===== config.mk =====
export PLATFORM = sky130hd
export DESIGN_NAME = keyboard_encoder
export DESIGN_NICKNAME = d
export VERILOG_FILES = /design/src/rtl/keyboard_encoder.sv
export SDC_FILE = /design/constraint.sdc
export NUM_CORES = 1
export LEC_CHECK = 0
export BUFFER_PORTS_ARGS = -buffer_cell sky130_fd_sc_hd__buf_2
export CAP_MARGIN = 20
export CORE_UTILIZATION = 59
export CTS_CLUSTER_DIAMETER = 30
export DETAILED_ROUTE_END_ITERATION = 8
export HOLD_SLACK_MARGIN = 0.08
export PLACE_DENSITY = 0.87
export SLEW_MARGIN = 20
export SYNTH_ARGS = -nofsm -noshare
export SYNTH_HDL_FRONTEND = slang
export SYNTH_SLANG_ARGS = --single-unit

===== constraint.sdc =====
create_clock -name clk -period 4.7 [get_ports clk]
set_input_delay 0 -clock clk [delete_from_list [all_inputs] [get_ports clk]]
set_output_delay 0 -clock clk [all_outputs]
set_load 0.02 [all_outputs]

===== src/rtl/keyboard_encoder.sv =====
// Transmit end of the single-wire keypad link: one key per frame, line high in a key-specific count window.
// Optional KEYENC_QUEUE_EN adds a 2-entry request FIFO so keys go out in consecutive frames.
module keyboard_encoder #(
  parameter int CNT_W       = 10,
  parameter int FRAME_LEN   = 256,
  parameter int HOLD_FRAMES = 1
) (
  input  logic             clk,
  input  logic             reset,
  input  logic             key_valid,
  input  logic [3:0]       key_code,
  output logic             key_ready,
  output logic [CNT_W-1:0] frame_cnt,
  output logic             wire_out,
  output logic             busy,
  output logic             code_err
);

  typedef enum logic [1:0] {
    IDLE     = 2'd0,
    WAIT_SOF = 2'd1,
    SEND     = 2'd2
  } state_t;

  localparam logic [CNT_W-1:0] LAST = CNT_W'(FRAME_LEN - 1);
  localparam logic [3:0]       HOLD = 4'(HOLD_FRAMES);

  state_t           state, state_nxt;
  logic [3:0]       code_q, code_nxt;
  logic [3:0]       left_q, left_nxt;
  logic [CNT_W-1:0] cnt_nxt, lo, hi;
  logic             at_last, take, illegal, req_avail;
  logic [3:0]       req_code;
  logic             wire_nxt, ready_nxt, busy_nxt;

  assign at_last = (frame_cnt == LAST);
  assign cnt_nxt = at_last ? '0 : frame_cnt + CNT_W'(1);
  assign take    = key_valid && key_ready;
  assign illegal = (key_code >= 4'd14);

`ifdef KEYENC_QUEUE_EN
  logic [3:0] fifo_mem [2];
  logic       wr_ptr, rd_ptr, push, pop;
  logic [1:0] fifo_cnt, fifo_cnt_nxt;

  // Illegal codes are dropped here so the FSM only ever sees sendable keys.
  assign push         = take && !illegal;
  assign req_avail    = (fifo_cnt != 2'd0);
  assign req_code     = fifo_mem[rd_ptr];
  assign fifo_cnt_nxt = fifo_cnt + {1'b0, push} - {1'b0, pop};
  assign ready_nxt    = (fifo_cnt_nxt != 2'd2);
  assign busy_nxt     = (state_nxt != IDLE) || (fifo_cnt_nxt != 2'd0);

  always_ff @(posedge clk or posedge reset) begin
    if (reset) begin
      fifo_mem[0] <= '0;
      fifo_mem[1] <= '0;
      wr_ptr      <= 1'b0;
      rd_ptr      <= 1'b0;
      fifo_cnt    <= '0;
    end else begin
      if (push) begin
        fifo_mem[wr_ptr] <= key_code;
        wr_ptr           <= ~wr_ptr;
      end
      if (pop) rd_ptr <= ~rd_ptr;
      fifo_cnt <= fifo_cnt_nxt;
    end
  end
`else
  assign req_avail = take && !illegal;
  assign req_code  = key_code;
  assign ready_nxt = (state_nxt == IDLE);
  assign busy_nxt  = (state_nxt != IDLE);
`endif

  always_comb begin
    state_nxt = state;
    code_nxt  = code_q;
    left_nxt  = left_q;
`ifdef KEYENC_QUEUE_EN
    pop       = 1'b0;
`endif
    case (state)
      IDLE: begin
        if (req_avail) begin
          state_nxt = WAIT_SOF;
          code_nxt  = req_code;
          left_nxt  = HOLD;
`ifdef KEYENC_QUEUE_EN
          pop       = 1'b1;
`endif
        end
      end
      WAIT_SOF: begin
        if (at_last) state_nxt = SEND;
      end
      SEND: begin
        if (at_last) begin
          left_nxt = left_q - 4'd1;
          if (left_q == 4'd1) begin
            state_nxt = IDLE;
`ifdef KEYENC_QUEUE_EN
            // Chain straight into the next queued key so no idle frame appears.
            if (req_avail) begin
              state_nxt = SEND;
              code_nxt  = req_code;
              left_nxt  = HOLD;
              pop       = 1'b1;
            end
`endif
          end
        end
      end
      default: state_nxt = IDLE;
    endcase
  end

  always_comb begin
    if (code_nxt == 4'd13) begin
      lo = CNT_W'(160);
      hi = CNT_W'(190);
    end else begin
      lo = CNT_W'(10 * int'(code_nxt) + 7);
      hi = lo + CNT_W'(6);
    end
  end

  // Window is judged on the next count so wire_out lines up with frame_cnt.
  assign wire_nxt = (state_nxt == SEND) && (cnt_nxt >= lo) && (cnt_nxt <= hi);

  always_ff @(posedge clk or posedge reset) begin
    if (reset) begin
      state     <= IDLE;
      code_q    <= '0;
      left_q    <= '0;
      frame_cnt <= '0;
      wire_out  <= 1'b0;
      busy      <= 1'b0;
      code_err  <= 1'b0;
      key_ready <= 1'b1;
    end else begin
      state     <= state_nxt;
      code_q    <= code_nxt;
      left_q    <= left_nxt;
      frame_cnt <= cnt_nxt;
      wire_out  <= wire_nxt;
      busy      <= busy_nxt;
      code_err  <= take && illegal;
      key_ready <= ready_nxt;
    end
  end

endmodule

==> results.cfg <==
[layout]
fillers = 239
drive_gt1_share_pct = 17.9
fin_util_pct = 71.5
stdcell_area_um2 = 2220
antennaDiodeCount = 0
nNetsFinal = 271
syn_to_final_growth_pct = 12.4

[global_route]
grt-busiest-layer = met2
grt_antenna_before_repair = 0
grt_start_max_net_pins = 25
grt_overflow_total = 0
grt_pass1_wl_mm = 6.58
grtUsageMet3_pct = 2.81
use_met2_pct = 40.0
met1_usage_pct = 34.0
grt_pass1_vias = 1517
grtUsageTotal_pct = 24.3

[worst_hold_path]
hp-start = key_code[2]
min_path_type = primary input to flop

[critical_path]
crit_fanout = 5
critPathKind = flop to flop
max_stage_delay_ps = 600
r2r_start = key_ready$_DFF_PP1_
cpMostUsedCell = ha_1
crit_family = compound AO/OA/AOI/OAI gates
crit_path_start_kind = flop
cpMaxStageDelayCell = dfstp_2
setup.worst_path.start = key_ready$_DFF_PP1_
path_cells = and4bb_4, nand2_1, mux2i_4, inv_1, ha_1, ha_1, ha_1, nand3_1, nor3_2, xnor3_1, a31o_1, nand3_1, ha_1, a21o_1, a21oi_1, o31a_1, o21ai_0, a221oi_1
crit_required_ps = 4910
arrival_ps = 4590
endpoint_kind = flop
worst-path-buf-inv = 1

[run]
cap_violations = 0

[pwr]
powerDensity_nw_per_um2 = 142
vdd_drop_max_mv = 0.0922
total_power_mw = 0.314
p_leak_nw = 1.10

[routing]
via_per_inst = 5.80
vias = 1618
final_antenna_net_count = 0
drc = 0
drtIter0Drc = 131
wl_per_cell_um = 15.0
totalWireLength_mm = 4.17
drtPass1Iterations = 4

[timing]
fmax_mhz = 228
fin_crit_ps = 4390
final_hold_viol_count = 0
worstMarginPinSlew_ps = 877
skew_ps = 5.77
fin_tns_setup_ps = 0
fin_crit_sh_pct = 93.3
setup_viol = 0
slew_violations = 0
slew_headroom_pct = 41.5
timing.hold.ws_ps = 115

[synthesis]
yosysSeqAreaShare_pct = 30.5
syn_area_um2 = 1970
syn_nets = 241
ys_warn_count = 0
synthTopCellsByCount = ha_1, dfrtp_1, nor2_1, nand2_1, nand3_1
synth_area_leaders = dfrtp_1, ha_1, xor2_1, nor2_1, nand3_1
synth_ff_type = dfrtp_1
ys_seq_elements = 24
synthCells = 206
synth_edf_count = 0
async_flop_share_pct = 100
synth.distinct_cells = 52
yosysTopAreaCellShare_pct = 29.2
synth.most_common_cell = ha_1
syn-mean-instance-area_um2 = 9.58
synth_top_cell_by_area = dfrtp_1

[die]
dieArea_um2 = 3580
ios = 21
rows = 20
initial_core_util_pct = 63.6
die_h_um = 59.8
fp.coreArea_um2 = 3100
dieWidth_um = 59.8

[clock_network]
clock_sinks = 24
clock-root-buffer = clkbuf_4
cts_max_level = 1
clkTransAtPathRegs_ps = 130
clk_latency_ps = 300
numCtsBuffers = 3
clk_path_buf_depth = 2
tritoncts = yes

[placement]
portBuffers = 20
gp_congestion = 0.925
dp_hpwl_mm = 3.15
postPlaceCellArea_um2 = 2130

[status]
status = finished, final reports clean
==> metal layers <==
metal | wire length (µm) | up-vias | share of wire, %
li1 | - | 805 | -
met1 | 2120 | 783 | 51
met4 | 17 | 0 | 0.41
met3 | 104 | 2 | 2.5
met5 | 0 | - | 0
met2 | 1940 | 28 | 46
==> metrics by stage <==
| stage | worst slack, ps | cells |
|---|---|---|
| 2_1_floorplan | 555 | 206 |
| 3_3_place_gp | 437 | 270 |
| 3_5_place_dp | 307 | 270 |
| 4_1_cts | 256 | 278 |
| 5_1_grt | -3.57 | 279 |
| 6_report | 314 | 279 |
==> state kept, by name (all words and copies together) (netlist names) <==
name and count:
wire_out 1, key_ready 1, left_q 4, state 2, frame_cnt 10, code_q 4
busy 1, code_err 1
==> layout by cell type (no fill, tap or decap), drive strengths merged, types with 5 or more instances in the layout <==
| master | synthesis | routed |
|---|---|---|
| nand2b | 6 | 6 |
| a211oi | 5 | 5 |
| o21ai | 8 | 8 |
| and3 | 6 | 6 |
| ha | 28 | 28 |
| xor2 | 10 | 10 |
| nor3 | 6 | 6 |
| inv | 11 | 11 |
| xnor2 | 6 | 6 |
| dlygate4sd3 | 0 | 5 |
| buf | 2 | 22 |
| a21o | 5 | 5 |
| nor2 | 20 | 20 |
| nand4 | 6 | 6 |
| nand2 | 13 | 13 |
| nand3 | 13 | 13 |
| dfrtp | 23 | 23 |
==> cells by family after synthesis <==
logic type                 share of synthesized area, %
and+or+nand+nor                                    23.2
AOI/OAI and AO/OA                                  14.6
adders and majority gates                          17.8
DFF                                                30.5
xor gates and xnor gates                           8.62
buffers and inverters                              2.85
muxes                                              2.28
other                                             0.190
==> tightest hold or removal path: stages <==
cell,delay (ps)
buf_2,140
nor2_1,170
nor2_2,80
==> where the power goes <==
group          switching (mW)  total, mW  internal (mW)
clock network          0.0595     0.0925         0.0330
logic                 0.00960     0.0152        0.00555
registers                   0      0.207          0.207
total                  0.0691      0.314          0.245
==> area by class of cell <==
| class | instances | area [µm²] | area share (%) |
|---|---|---|---|
| multi-input combinational | 168 | 1320 | 59.7 |
| clock buffer | 4 | 26.3 | 1.18 |
| timing repair buffer | 27 | 165 | 7.44 |
| tap | 44 | 55.1 | 2.48 |
| inverter | 12 | 46.3 | 2.09 |
| sequential | 24 | 602 | 27.1 |
==> worst paths after layout <==
kind / end / slack, ps / cells after the start
setup / recovery: wire_out$_DFF_PP0_ / 310 / 18
setup reg to reg: wire_out$_DFF_PP0_ / 310 / 18
hold / removal: code_q[2]$_DFF_PP0_ / 120 / 3
hold reg to reg: left_q[0]$_DFFE_PP0P_ / 550 / 1
max in group asynchronous: wire_out$_DFF_PP0_ / 3750 / 3
min in group asynchronous: left_q[2]$_DFFE_PP0P_ / 420 / 3
==> timing repair <==
action,in CTS,in global routing
setup buffers,0,0
setup endpoints to repair,0,1
hold buffers,4,1
gates resized for setup,0,1
endpoints found under the hold margin,26,1
Note: power is estimated with default switching activity, not from simulation.
